<file path="config.mk">
export PLATFORM = sky130hd
export DESIGN_NAME = tristate_bus_arbiter_flat
export DESIGN_NICKNAME = d
export VERILOG_FILES = /design/src/rtl/tristate_bus_arbiter_pkg.sv /design/src/rtl/tristate_bus_arbiter_if.sv /design/src/rtl/tristate_bus_arbiter_rr_pick.sv /design/src/rtl/tristate_bus_arbiter.sv /design/src/flat_wrapper.sv
export SDC_FILE = /design/constraint.sdc
export NUM_CORES = 1
export LEC_CHECK = 0
export CORE_MARGIN = 10
export CORE_UTILIZATION = 49
export DETAILED_ROUTE_END_ITERATION = 7
export MAX_ROUTING_LAYER = met4
export PLACE_DENSITY = 0.8
export SLEW_MARGIN = 10
export SYNTH_ARGS = -nofsm -noshare
export SYNTH_HDL_FRONTEND = slang
export SYNTH_SLANG_ARGS = --single-unit
export TNS_END_PERCENT = 50
</file>
<file path="constraint.sdc">
create_clock -name clk -period 2.3 [get_ports clk]
set_clock_uncertainty 0.2 [all_clocks]
set_input_delay 0.345 -clock clk [delete_from_list [all_inputs] [get_ports clk]]
set_output_delay 0.345 -clock clk [all_outputs]
set_load 0.05 [all_outputs]
</file>
<file path="src/rtl/tristate_bus_arbiter_pkg.sv">
// tristate_bus_arbiter_pkg: state encodings and width helper shared by the arbiter files
package tristate_bus_arbiter_pkg;
  typedef enum logic [1:0] {IDLE = 2'd0, GRANT = 2'd1, TURNAROUND = 2'd2} state_t;
  function automatic int clog2(input int n);
    int r = 0;
    while ((1 << r) < n) r++;
    return (r < 1) ? 1 : r;
  endfunction
endpackage

</file>
<file path="src/rtl/tristate_bus_arbiter_if.sv">
// tristate_bus_arbiter_if: request/grant bundle between requesters and the arbiter
// req: level requests; gnt: one-hot-or-zero tri-state enables; owner: current/last grantee; bus_z: bus floating
interface tristate_bus_arbiter_if import tristate_bus_arbiter_pkg::*; #(parameter int N = 4) ();
  localparam int W = clog2(N);
  logic [N-1:0] req;
  logic [N-1:0] gnt;
  logic [W-1:0] owner;
  logic bus_z;
  modport master (input req, output gnt, owner, bus_z);
  modport slave (output req, input gnt, owner, bus_z);
endinterface

</file>
<file path="src/rtl/tristate_bus_arbiter_rr_pick.sv">
// rr_pick: round-robin winner search starting just above the current owner
// req: requests; owner: lowest-priority index; idx: winner (owner when none); valid: any request
module rr_pick #(
  parameter int N = 4,
  parameter int W = 2
) (
  input  logic [N-1:0] req,
  input  logic [W-1:0] owner,
  output logic [W-1:0] idx,
  output logic         valid
);
  logic [W-1:0] c;
  // scan from the farthest offset down so the nearest set bit above owner wins last
  always_comb begin
    idx = owner;
    c = '0;
    for (int i = N; i >= 1; i--) begin
      c = W'((int'(owner) + i) % N);
      if (req[c]) idx = c;
    end
  end
  assign valid = |req;
endmodule

</file>
<file path="src/rtl/tristate_bus_arbiter.sv">
// tristate_bus_arbiter: round-robin tri-state enable arbiter with turnaround gap and hold timeout
// clk/rst: clock and async active-high reset; bus.req in; bus.gnt/owner/bus_z registered out
module tristate_bus_arbiter import tristate_bus_arbiter_pkg::*; #(
  parameter int N = 4,
  parameter int TURN = 1,
  parameter int MAX_HOLD = 16
) (
  input logic clk,
  input logic rst,
  tristate_bus_arbiter_if.master bus
);
  localparam int W = clog2(N);
  localparam int HW = clog2(MAX_HOLD + 1);
  localparam int TW = clog2(TURN + 1);
  state_t state, state_n;
  logic [N-1:0] gnt, gnt_n;
  logic [W-1:0] owner, owner_n, pick;
  logic [HW-1:0] hold, hold_n;
  logic [TW-1:0] turn, turn_n;
  logic bus_z, pick_valid, pick_now, rel, preempt;
  rr_pick #(.N(N), .W(W)) u_pick (.req(bus.req), .owner(owner), .idx(pick), .valid(pick_valid));
  assign rel = !bus.req[owner];
  assign preempt = hold == HW'(MAX_HOLD) && |(bus.req & ~(N'(1) << owner));
  // selection happens in IDLE and on the last turnaround cycle; the unused encoding behaves as IDLE
  assign pick_now = state != GRANT && (state != TURNAROUND || turn == TW'(TURN));
  always_comb begin
    state_n = state;
    gnt_n = gnt;
    owner_n = owner;
    hold_n = hold;
    turn_n = turn;
    if (state == GRANT) begin
      if (rel || preempt) begin
        state_n = TURNAROUND;
        gnt_n = '0;
        turn_n = TW'(1);
      end else if (hold != HW'(MAX_HOLD)) hold_n = hold + HW'(1);
    end else if (pick_now) begin
      state_n = pick_valid ? GRANT : IDLE;
      gnt_n = pick_valid ? N'(1) << pick : '0;
      owner_n = pick_valid ? pick : owner;
      hold_n = pick_valid ? HW'(1) : '0;
      turn_n = '0;
    end else turn_n = turn + TW'(1);
  end
  always_ff @(posedge clk or posedge rst) begin
    if (rst) begin
      state <= IDLE;
      gnt <= '0;
      owner <= W'(N - 1);
      hold <= '0;
      turn <= '0;
      bus_z <= 1'b1;
    end else begin
      state <= state_n;
      gnt <= gnt_n;
      owner <= owner_n;
      hold <= hold_n;
      turn <= turn_n;
      bus_z <= gnt_n == '0;
    end
  end
  assign bus.gnt = gnt;
  assign bus.owner = owner;
  assign bus.bus_z = bus_z;
endmodule

</file>
<file path="src/flat_wrapper.sv">
// flat-port wrapper written by rule: the top's interface ports become plain ports
module tristate_bus_arbiter_flat import tristate_bus_arbiter_pkg::*;
#(
  parameter int N = 4,
  parameter int TURN = 1,
  parameter int MAX_HOLD = 16
)
  (clk, rst, bus_req, bus_gnt, bus_owner, bus_bus_z);
  tristate_bus_arbiter_if #(.N(N)) bus_i ();
  input logic clk;
  input logic rst;
  input wire logic [$bits(bus_i.req)-1:0] bus_req;
  output wire logic [$bits(bus_i.gnt)-1:0] bus_gnt;
  output wire logic [$bits(bus_i.owner)-1:0] bus_owner;
  output wire logic [$bits(bus_i.bus_z)-1:0] bus_bus_z;
  assign bus_i.req = bus_req;
  assign bus_gnt = bus_i.gnt;
  assign bus_owner = bus_i.owner;
  assign bus_bus_z = bus_i.bus_z;
  tristate_bus_arbiter #(.N(N), .TURN(TURN), .MAX_HOLD(MAX_HOLD)) u_core (.clk(clk), .rst(rst), .bus(bus_i));
endmodule
</file>
======== Word-level counts from Yosys, hierarchy flattened ========
Cells that the tools add are included.
storage, ports and cells
  logic and storage cells ................. 72
  output and inout bits ................... 7
  flip-flop bits (word level) ............. 15
  bits of input ports ..................... 6
cells by class
  shifts and indexed selects .............. 2
  add/subtract/negate cells ............... 6
  bitwise operators ....................... 3
  muxes and demuxes ....................... 30
  order comparisons ....................... 5
  reductions and logical operators ........ 12
  equality and inequality tests ........... 8
operators with widths
  kind                                                 number
  two-way mux 5 bit                                    4
  two-way mux 4 bit                                    4
  < comparator 2 x 3 -> 1 bit (second input constant)  5
  two-way mux 2 bit                                    7
  binary-select mux 1 bit (select 2 bit)               5
  two-way mux 1 bit                                    10
  != test 2 bit (second input constant)                4
  OR reduction 4 bit                                   2
  << shifter 1 x 2 -> 4 bit (first input constant)     2
  AND reduction 3 bit                                  2
  adder 5 x 1 -> 5 bit (second input constant)         1
  == test 5 bit (second input constant)                1
  != test 5 bit (second input constant)                1
  adder 2 x 1 -> 2 bit (second input constant)         2
  adder 2 bit (second input constant)                  2
  bitwise AND 4 bit                                    1
  logical NOT 4 bit                                    1
  NOT 4 bit                                            1
  == test 2 x 1 -> 1 bit (second input constant)       1
  logical AND 1 bit                                    2
  logical OR 1 bit                                     2
  != test 2 x 1 -> 1 bit (second input constant)       1
  AND reduction 2 bit                                  1
  nonzero test 2 bit                                   1
  3 further kinds                                      3

======== Longest topological paths before layout ========
Gate-level depths: netlist (run 1).
  word-level depth ........................ 12
  gate-level depth with buffers ........... 8
  gate-level depth less buffers ........... 7

======== Hierarchy ========
A second synthesis (run 1) with hierarchy kept.
second synthesis, totals
  cell total of the unflattened synthesis .. 93
  area total of the unflattened synthesis .. 928.4 um^2
modules (own cells, without submodules)
  module                area an instance (um^2)  sequential area each (um^2)  cells each  instances
  tristate_bus_arbiter  842.1                    379.1                        81          1
  rr_pick               86.3                     0.0                          12          1

======== Least setup slack after synthesis (run 1) ========
No wires, ideal clock.
  path kind ............................... reg2reg
  from .................................... register u_core.owner[0], in the netlist u_core.bus.owner[0]
  to ...................................... register u_core.gnt[0], in the netlist u_core.bus.gnt[0]
  arrival time ............................ 2.344 ns
  stages on the path, launching flop included .. 9
  required time ........................... 2.010 ns
  setup slack ............................. -0.334 ns
  setup time .............................. 0.090 ns
  period minus slack after synthesis ...... 2.634 ns
  buffers on the path ..................... 1
  cells stage by stage .................... dfstp_2 -> buf_6 -> inv_1 -> ha_1 -> o21ai_0 -> a21oi_1 -> or3_4 -> or3_1 -> o221ai_1
between the ends
  cells in the longest elaborated chain, start to end .. 11
  elaborated cells between the ends (all ways) .. 30
  classes of those cells .................. 4 x add/sub; 2 x shift; 18 x mux; 2 x bitwise; 4 x reduce/logical
RTL lines
  element                                  RTL line                            source
  from (decl)                              tristate_bus_arbiter.sv:17          logic [W-1:0] owner, owner_n, pick;
  from (signal assigned)                   tristate_bus_arbiter.sv:50          owner <= W'(N - 1);
  from (signal assigned)                   tristate_bus_arbiter.sv:57          owner <= owner_n;
  adder 2 x 1 -> 2 bit                     tristate_bus_arbiter_rr_pick.sv:18  c = W'((int'(owner) + i) % N);
  binary-select mux 1 bit (select 2 bit)   tristate_bus_arbiter_rr_pick.sv:19  if (req[c]) idx = c;
  two-way mux 1 bit (implied by the code)  tristate_bus_arbiter_rr_pick.sv:19
  two-way mux 2 bit (4 in a row)           tristate_bus_arbiter_rr_pick.sv:19
  << shifter 1 x 2 -> 4 bit                tristate_bus_arbiter.sv:40          gnt_n = pick_valid ? N'(1) << pick : '0;
  two-way mux 4 bit                        tristate_bus_arbiter.sv:40
  two-way mux 4 bit                        tristate_bus_arbiter.sv:38          end else if (pick_now) begin
  two-way mux 4 bit *                      tristate_bus_arbiter.sv:32          if (state == GRANT) begin
  via u_core.gnt_n[0]                      tristate_bus_arbiter.sv:16          logic [N-1:0] gnt, gnt_n;
  to (signal assigned)                     tristate_bus_arbiter.sv:56          gnt <= gnt_n;
  to (decl)                                tristate_bus_arbiter.sv:16
Mark *: on every way through the listed nets, which the timed path passes. The rest lies on a longest branch. The select of a mux whose other input is x is not followed.
A chain may end at the register's enable or synchronous reset.

======== Final worst setup path (run 1) ========
  from .................................... register u_core.owner[0], in the netlist u_core.bus.owner[0]
  to ...................................... register u_core.gnt[3], in the netlist u_core.bus.gnt[3]
The elaborated chain is that of the path after synthesis.

==> results_dict.tcl, run 1 <==
set metrics [dict create \
    holdBufCountCts 0 \
    ir_drop_uv 1030 \
    setup_ws_ns -0.0290 \
    synth.distinct_cells 40 \
    drt_iter0_drc 37 \
    ys_seq_area_share_pct 35.9 \
    antenna_cells 0 \
    tns_ns -0.0290 \
    power_frac_seq_pct 24.4 \
    critPathKind "reg -> reg" \
    io_buffers 12 \
    hpwl_um 1940 \
    synthArstFlopShare_pct 100 \
    setup_viol_count_final 1 \
    io_pins 13 \
    reg2reg_to "u_core.bus.gnt[3]$_DFF_PP0_" \
    internal_power_w 0.00108 \
    grt_util_all_layers_pct 12.3 \
    worstPathRequired_ns 2.29 \
    power_leakage_nw 0.610 \
    firstDrtPassIters 4 \
    violations "negative setup slack" \
    layout_common_cells "buf_4, dfrtp_1, nor2_1, nand2_1, clkdlybuf4s50_1" \
    cp-start-kind "flop" \
    final_area_um2 1380 \
    startpoint "u_core.bus.owner[0]$_DFFE_PP1P_" \
    end_kind "flop" \
    cts-root-buf "clkbuf_4" \
    cp.arrival_ns 2.32 \
    ys_warn_count 0 \
    rsz0062_at_grt "true" \
    totalWireLength_um 2630 \
    wl_per_cell_um 15.5 \
    postRouteAntennaNets 0 \
    power_density_nw_per_um2 1460 \
    fin_cells 170 \
    viasPerCell 5.76 \
    synth_edf_count 0 \
    drive_above_1_share_pct 28.0 \
    clock_sinks 15 \
    antenna_found_initial 0 \
    die_x_um 66.4 \
    syn_to_final_growth_pct 30.6 \
    grt_pass1_wl_um 4250 \
    synthCells 113 \
    gp_congestion 0.874 \
    die_area_um2 4410 \
    placed_cells 161 \
    p_clk_share_pct 7.6 \
    syn_area_per_cell_um2 9.35 \
    slew-limit-headroom_pct 63.4 \
    critPathMaxStageDelay_ns 0.68 \
    cts_buffer_depth 2 \
    dr_total_vias 979 \
    reg2reg_from "u_core.bus.owner[0]$_DFFE_PP1P_" \
    start_util_pct 52.8 \
    maxCapViolations 0 \
    period_needed_ns 2.33 \
    drc 0 \
    place_ws_ns -0.204 \
    cts_buffers 3 \
    synth_nets 125 \
    hold_violations 0 \
    worstMarginPinSlew_ns 0.549 \
    num_rows 16 \
    slew_viol_final 0 \
    worst_r2r_path_depth 7 \
    p_comb_share_pct 68.1 \
    rrSetupSlack_ns -0.03 \
    die_h_um 66.4 \
    final_common_cell "buf_4" \
    crit_fanout 6 \
    endpoint "u_core.bus.gnt[3]$_DFF_PP0_" \
    clk_latency_ns 0.29 \
    grt_pass1_vias 947 \
    swShare_pct 46.3 \
    path_cells "inv_6 -> ha_4 -> and4_1 -> a311oi_2 -> nor2_1 -> or2_1 -> o221ai_1" \
    status "finished, violations left" \
    htreeDepth 1 \
    max_freq_ghz 0.429 \
    grt_max_degree 16 \
    dpl_cell_area_um2 1290 \
    syn-cell-area_um2 1060 \
    ys_ff_latch 15 \
    timing.final.crit_share_pct 101 \
    fin_nets 156 \
    cts.clk_slew.worst_paths_ns 0.09 \
    whs_ns 0.200 \
    cts_tree "done" \
    coreArea_um2 2000 \
    synth_top_flop_cell "dfrtp_1" \
    grt-ovfl-total 0 \
    cpMaxStageDelayCell "dfstp_4" \
    hold_path_class "in -> async" \
    switching_power_w 0.000929 \
]
[layer usage]
metal  track usage (%)  vias to the layer above  share of wire, %  routed length (um)
li1                  -                      479                 -                   -
met1              14.6                      462                46                1200
met2              19.3                       34                49                1290
met3              3.73                        4               5.0                 131
met4              4.19                        0              0.57                  15
met5                 -                        -                 0                   0
[worst min path at each step]
stage | startpoint | to | slack, ns | cells after the start
final | rst | u_core.state[1]$_DFFE_PP0P_ | 0.20 | 2
after global routing | rst | u_core.bus.gnt[1]$_DFF_PP0_ | 0.25 | 2
after CTS | rst | u_core.bus.gnt[2]$_DFF_PP0_ | 0.23 | 2
after detailed placement | u_core.bus.gnt[1]$_DFF_PP0_ | u_core.bus.gnt[1]$_DFF_PP0_ | 0.31 | 2
after global placement | u_core.bus.gnt[3]$_DFF_PP0_ | u_core.bus.gnt[3]$_DFF_PP0_ | 0.31 | 2
after floorplan | rst | u_core.bus.gnt[0]$_DFF_PP0_ | 0.04 | 1
[layout make-up]
cell class	instances	area (um2)
Sequential cell	15	387
Timing Repair Buffer	30	250
Tap cell	27	33.8
Fill cell	158	623
Inverter	6	27.5
Multi-Input combinational cell	88	654
Clock buffer	4	26.3
[critical path: cells and delay by family, from the launching register on]
kind,cells,cell delay [ns]
adder cells (fa/ha/maj),1,0.26
AO/OA/AOI/OAI,2,0.49
flip-flops,1,0.68
AND/OR/NAND/NOR,3,0.57
buffers and inverters,1,0.05
[what timing repair did]
item	in CTS	in global routing
gates resized for setup	2	4
cloned	0	0
pin swaps	0	7
setup buffers	1	4
endpoints found under the setup margin	2	5
[Yosys cell counts (3+ instances only)]
cell type	instances	share of area (%)
dfrtp_1	12	28
nand2_1	11	3.9
nor2_1	11	3.9
o21ai_0	7	3.3
ha_1	6	7.1
inv_1	6	2.1
nand2b_1	5	3.0
o221ai_1	4	3.3
a21oi_1	3	1.4
dfstp_2	3	7.5
mux2_2	3	3.2
mux2i_1	3	2.8
nand3_1	3	1.4
xor2_1	3	2.5
[power by group through the flow]
stage	Sequential (W)	Clock, W	Combinational (W)
floorplan	0.000647	0	0.000715
global placement	0.000501	0	0.00118
detailed placement	0.000506	0	0.00121
CTS	0.000493	0.000153	0.00125
global route	0.000505	0.000166	0.00148
finish	0.000489	0.000151	0.00137
[registers in the layout (all words and copies together), names as in the netlist]
name              flops
u_core.hold           5
u_core.bus.gnt        4
u_core.bus.owner      2
u_core.state          2
u_core.bus.bus_z      1
u_core.turn           1
[through the flow]
step	utilization (%)	total power, W
after global routing	68.9	0.00215
after detailed placement	64.6	0.00171
after global placement	64.6	0.00168
after floorplan	-	0.00136
after CTS	66.9	0.00190
final	68.9	0.00201
[kinds of logic (layout without fill, tap and decap cells)]
| family | after synthesis | in the layout | synth area share (%) |
|---|---|---|---|
| xor gates and xnor gates | 4 | 4 | 3.32 |
| adders and majority gates | 6 | 6 | 7.11 |
| and+or+nand+nor | 47 | 47 | 23.9 |
| muxes | 7 | 7 | 8.18 |
| AOI/OAI and AO/OA | 24 | 24 | 16.5 |
| DFF | 15 | 15 | 35.9 |
| buffers and inverters | 10 | 40 | 5.09 |
Power figures use the tool's default switching activity.
==> run 2, diff against run 1 <==
--- a/config.mk
+++ b/config.mk
@@ -10,6 +10,7 @@
 export DETAILED_ROUTE_END_ITERATION = 7
 export MAX_ROUTING_LAYER = met4
 export PLACE_DENSITY = 0.8
+export REMOVE_ABC_BUFFERS = 1
 export SLEW_MARGIN = 10
 export SYNTH_ARGS = -nofsm -noshare
 export SYNTH_HDL_FRONTEND = slang
==> results_dict.tcl, run 2 (same netlist as run 1, synthesis figures left out) <==
set metrics [dict create \
    totalWireLength_um 2650 \
    hold_path_class "in -> async" \
    power_leakage_nw 0.590 \
    worstPathRequired_ns 2.31 \
    drive_above_1_share_pct 25.9 \
    internal_power_w 0.00101 \
    largest_reg_flops 5 \
    cts_buffers 3 \
    worstMarginPinSlew_ns 0.590 \
    setup_viol_count_final 0 \
    whs_ns 0.212 \
    antenna_cells 0 \
    cts_tree "done" \
    switching_power_w 0.000912 \
    clock_sinks 15 \
    status "complete, no violations" \
    dr_total_vias 953 \
    cts_setup_buffers 0 \
    grt-ovfl-total 0 \
    period_needed_ns 2.21 \
    maxCapViolations 0 \
    clk_latency_ns 0.29 \
    grt_pass1_wl_um 4450 \
    grt_util_all_layers_pct 13.1 \
    slew_viol_final 0 \
    viasPerCell 5.74 \
    cp-start-kind "flop" \
    htreeDepth 1 \
    ir_drop_uv 958 \
    final_common_cell "buf_4" \
    power_density_nw_per_um2 1440 \
    dpl_cell_area_um2 1280 \
    end_kind "flop" \
    start_util_pct 52.8 \
    power_frac_seq_pct 23.9 \
    critPathMaxStageDelay_ns 0.56 \
    holdBufCountCts 0 \
    tns_ns 0 \
    grt_pass1_vias 978 \
    firstDrtPassIters 4 \
    postRouteAntennaNets 0 \
    layout_common_cells "buf_4, dfrtp_1, nor2_1, nand2_1, clkdlybuf4s50_1" \
    syn_to_final_growth_pct 27.0 \
    hold_violations 0 \
    p_comb_share_pct 68.2 \
    grt_max_degree 16 \
    hpwl_um 1950 \
    drt_iter0_drc 41 \
    cpMaxStageDelayCell "dfstp_2" \
    cts.clk_slew.worst_paths_ns 0.09 \
    max_freq_ghz 0.452 \
    wl_per_cell_um 15.9 \
    fin_util_pct 67.0 \
    die_h_um 66.4 \
    swShare_pct 47.3 \
    timing.final.crit_share_pct 96.1 \
    rsz0062_at_grt "false" \
    final_area_um2 1340 \
    fin_nets 152 \
    crit_fanout 13 \
    critPathKind "reg -> reg" \
    p_clk_share_pct 7.9 \
    coreArea_um2 2000 \
    setup_ws_ns 0.0889 \
    cts-root-buf "clkbuf_4" \
    drc 0 \
    path_cells "buf_6 -> mux2_2 -> a311oi_2 -> nor2_1 -> or2_0 -> o221ai_1" \
    io_pins 13 \
    cp.arrival_ns 2.22 \
    antenna_found_initial 0 \
    cts_buffer_depth 2 \
    io_buffers 12 \
    die_x_um 66.4 \
    gp_congestion 0.884 \
    place_ws_ns -0.140 \
    reg_top3 "u_core.hold x5, u_core.bus.gnt x4" \
    slew-limit-headroom_pct 60.6 \
    num_rows 16 \
    largest-register "u_core.hold" \
    die_area_um2 4410 \
]
run 2: changes by cell type in the layout (fill, tap and decap cells not counted), sizes merged:
| cell | delta |
|---|---|
| buf | -4 |
| clkinv | +1 |
| clkbuf | -1 |
run 2: critical path, delay by kind of cell, from the launching register on:
kind / cells / cell delay (ns)
AO/OA/AOI/OAI: 2 / 0.47
buffers and inverters: 1 / 0.16
flip-flops: 1 / 0.56
multiplexers: 1 / 0.37
AND/OR/NAND/NOR: 2 / 0.36
run 2: worst paths after layout:
| path | start | endpoint | slack [ns] | depth (start not counted) |
|---|---|---|---|---|
| max in group asynchronous | rst | u_core.hold[0]$_DFFE_PP0P_ | 1.30 | 2 |
| min | rst | u_core.bus.gnt[0]$_DFF_PP0_ | 0.21 | 2 |
| min in group clk | u_core.bus.gnt[0]$_DFF_PP0_ | u_core.bus.gnt[0]$_DFF_PP0_ | 0.34 | 2 |
| min reg2reg | u_core.bus.gnt[0]$_DFF_PP0_ | u_core.bus.gnt[0]$_DFF_PP0_ | 0.34 | 2 |
| max reg2reg | u_core.bus.owner[0]$_DFFE_PP1P_ | u_core.bus.gnt[3]$_DFF_PP0_ | 0.09 | 6 |
| max | u_core.bus.owner[0]$_DFFE_PP1P_ | u_core.bus.gnt[3]$_DFF_PP0_ | 0.09 | 6 |
run 2: cell type report:
class                           count  area (um2)
Fill cell                         162         661
Multi-Input combinational cell     88         654
Sequential cell                    15         379
Timing Repair Buffer               26         224
Tap cell                           27        33.8
Clock buffer                        3        22.5
Inverter                            6        22.5
Clock inverter                      1        5.00
run 2: what timing repair did:
item / 4_1_cts / 5_1_grt
resized for setup: 1 / 6
pin swaps: 0 / 1
setup endpoints to repair: 1 / 5
run 2: power groups by stage:
stage               combinational (W)  clock, W  sequential [W]
finish                        0.00132  0.000152        0.000460
CTS                           0.00126  0.000154        0.000454
global placement              0.00119         0        0.000452
detailed placement            0.00122         0        0.000458
global route                  0.00144  0.000167        0.000474
floorplan                    0.000630         0        0.000650
run 2: per-layer routing:
metal  vias up  wire [um]  global-route usage (%)
li1        468          -                       -
met1       460       1150                    14.6
met2        21       1380                    22.4
met3         4         86                    4.07
met4         0         25                    2.36
met5         -          0                       -
run 2: through the flow:
stage	cells	total power, W
global placement	162	0.00164
finish	166	0.00193
floorplan	109	0.00128
CTS	166	0.00187
detailed placement	162	0.00168
global route	166	0.00209
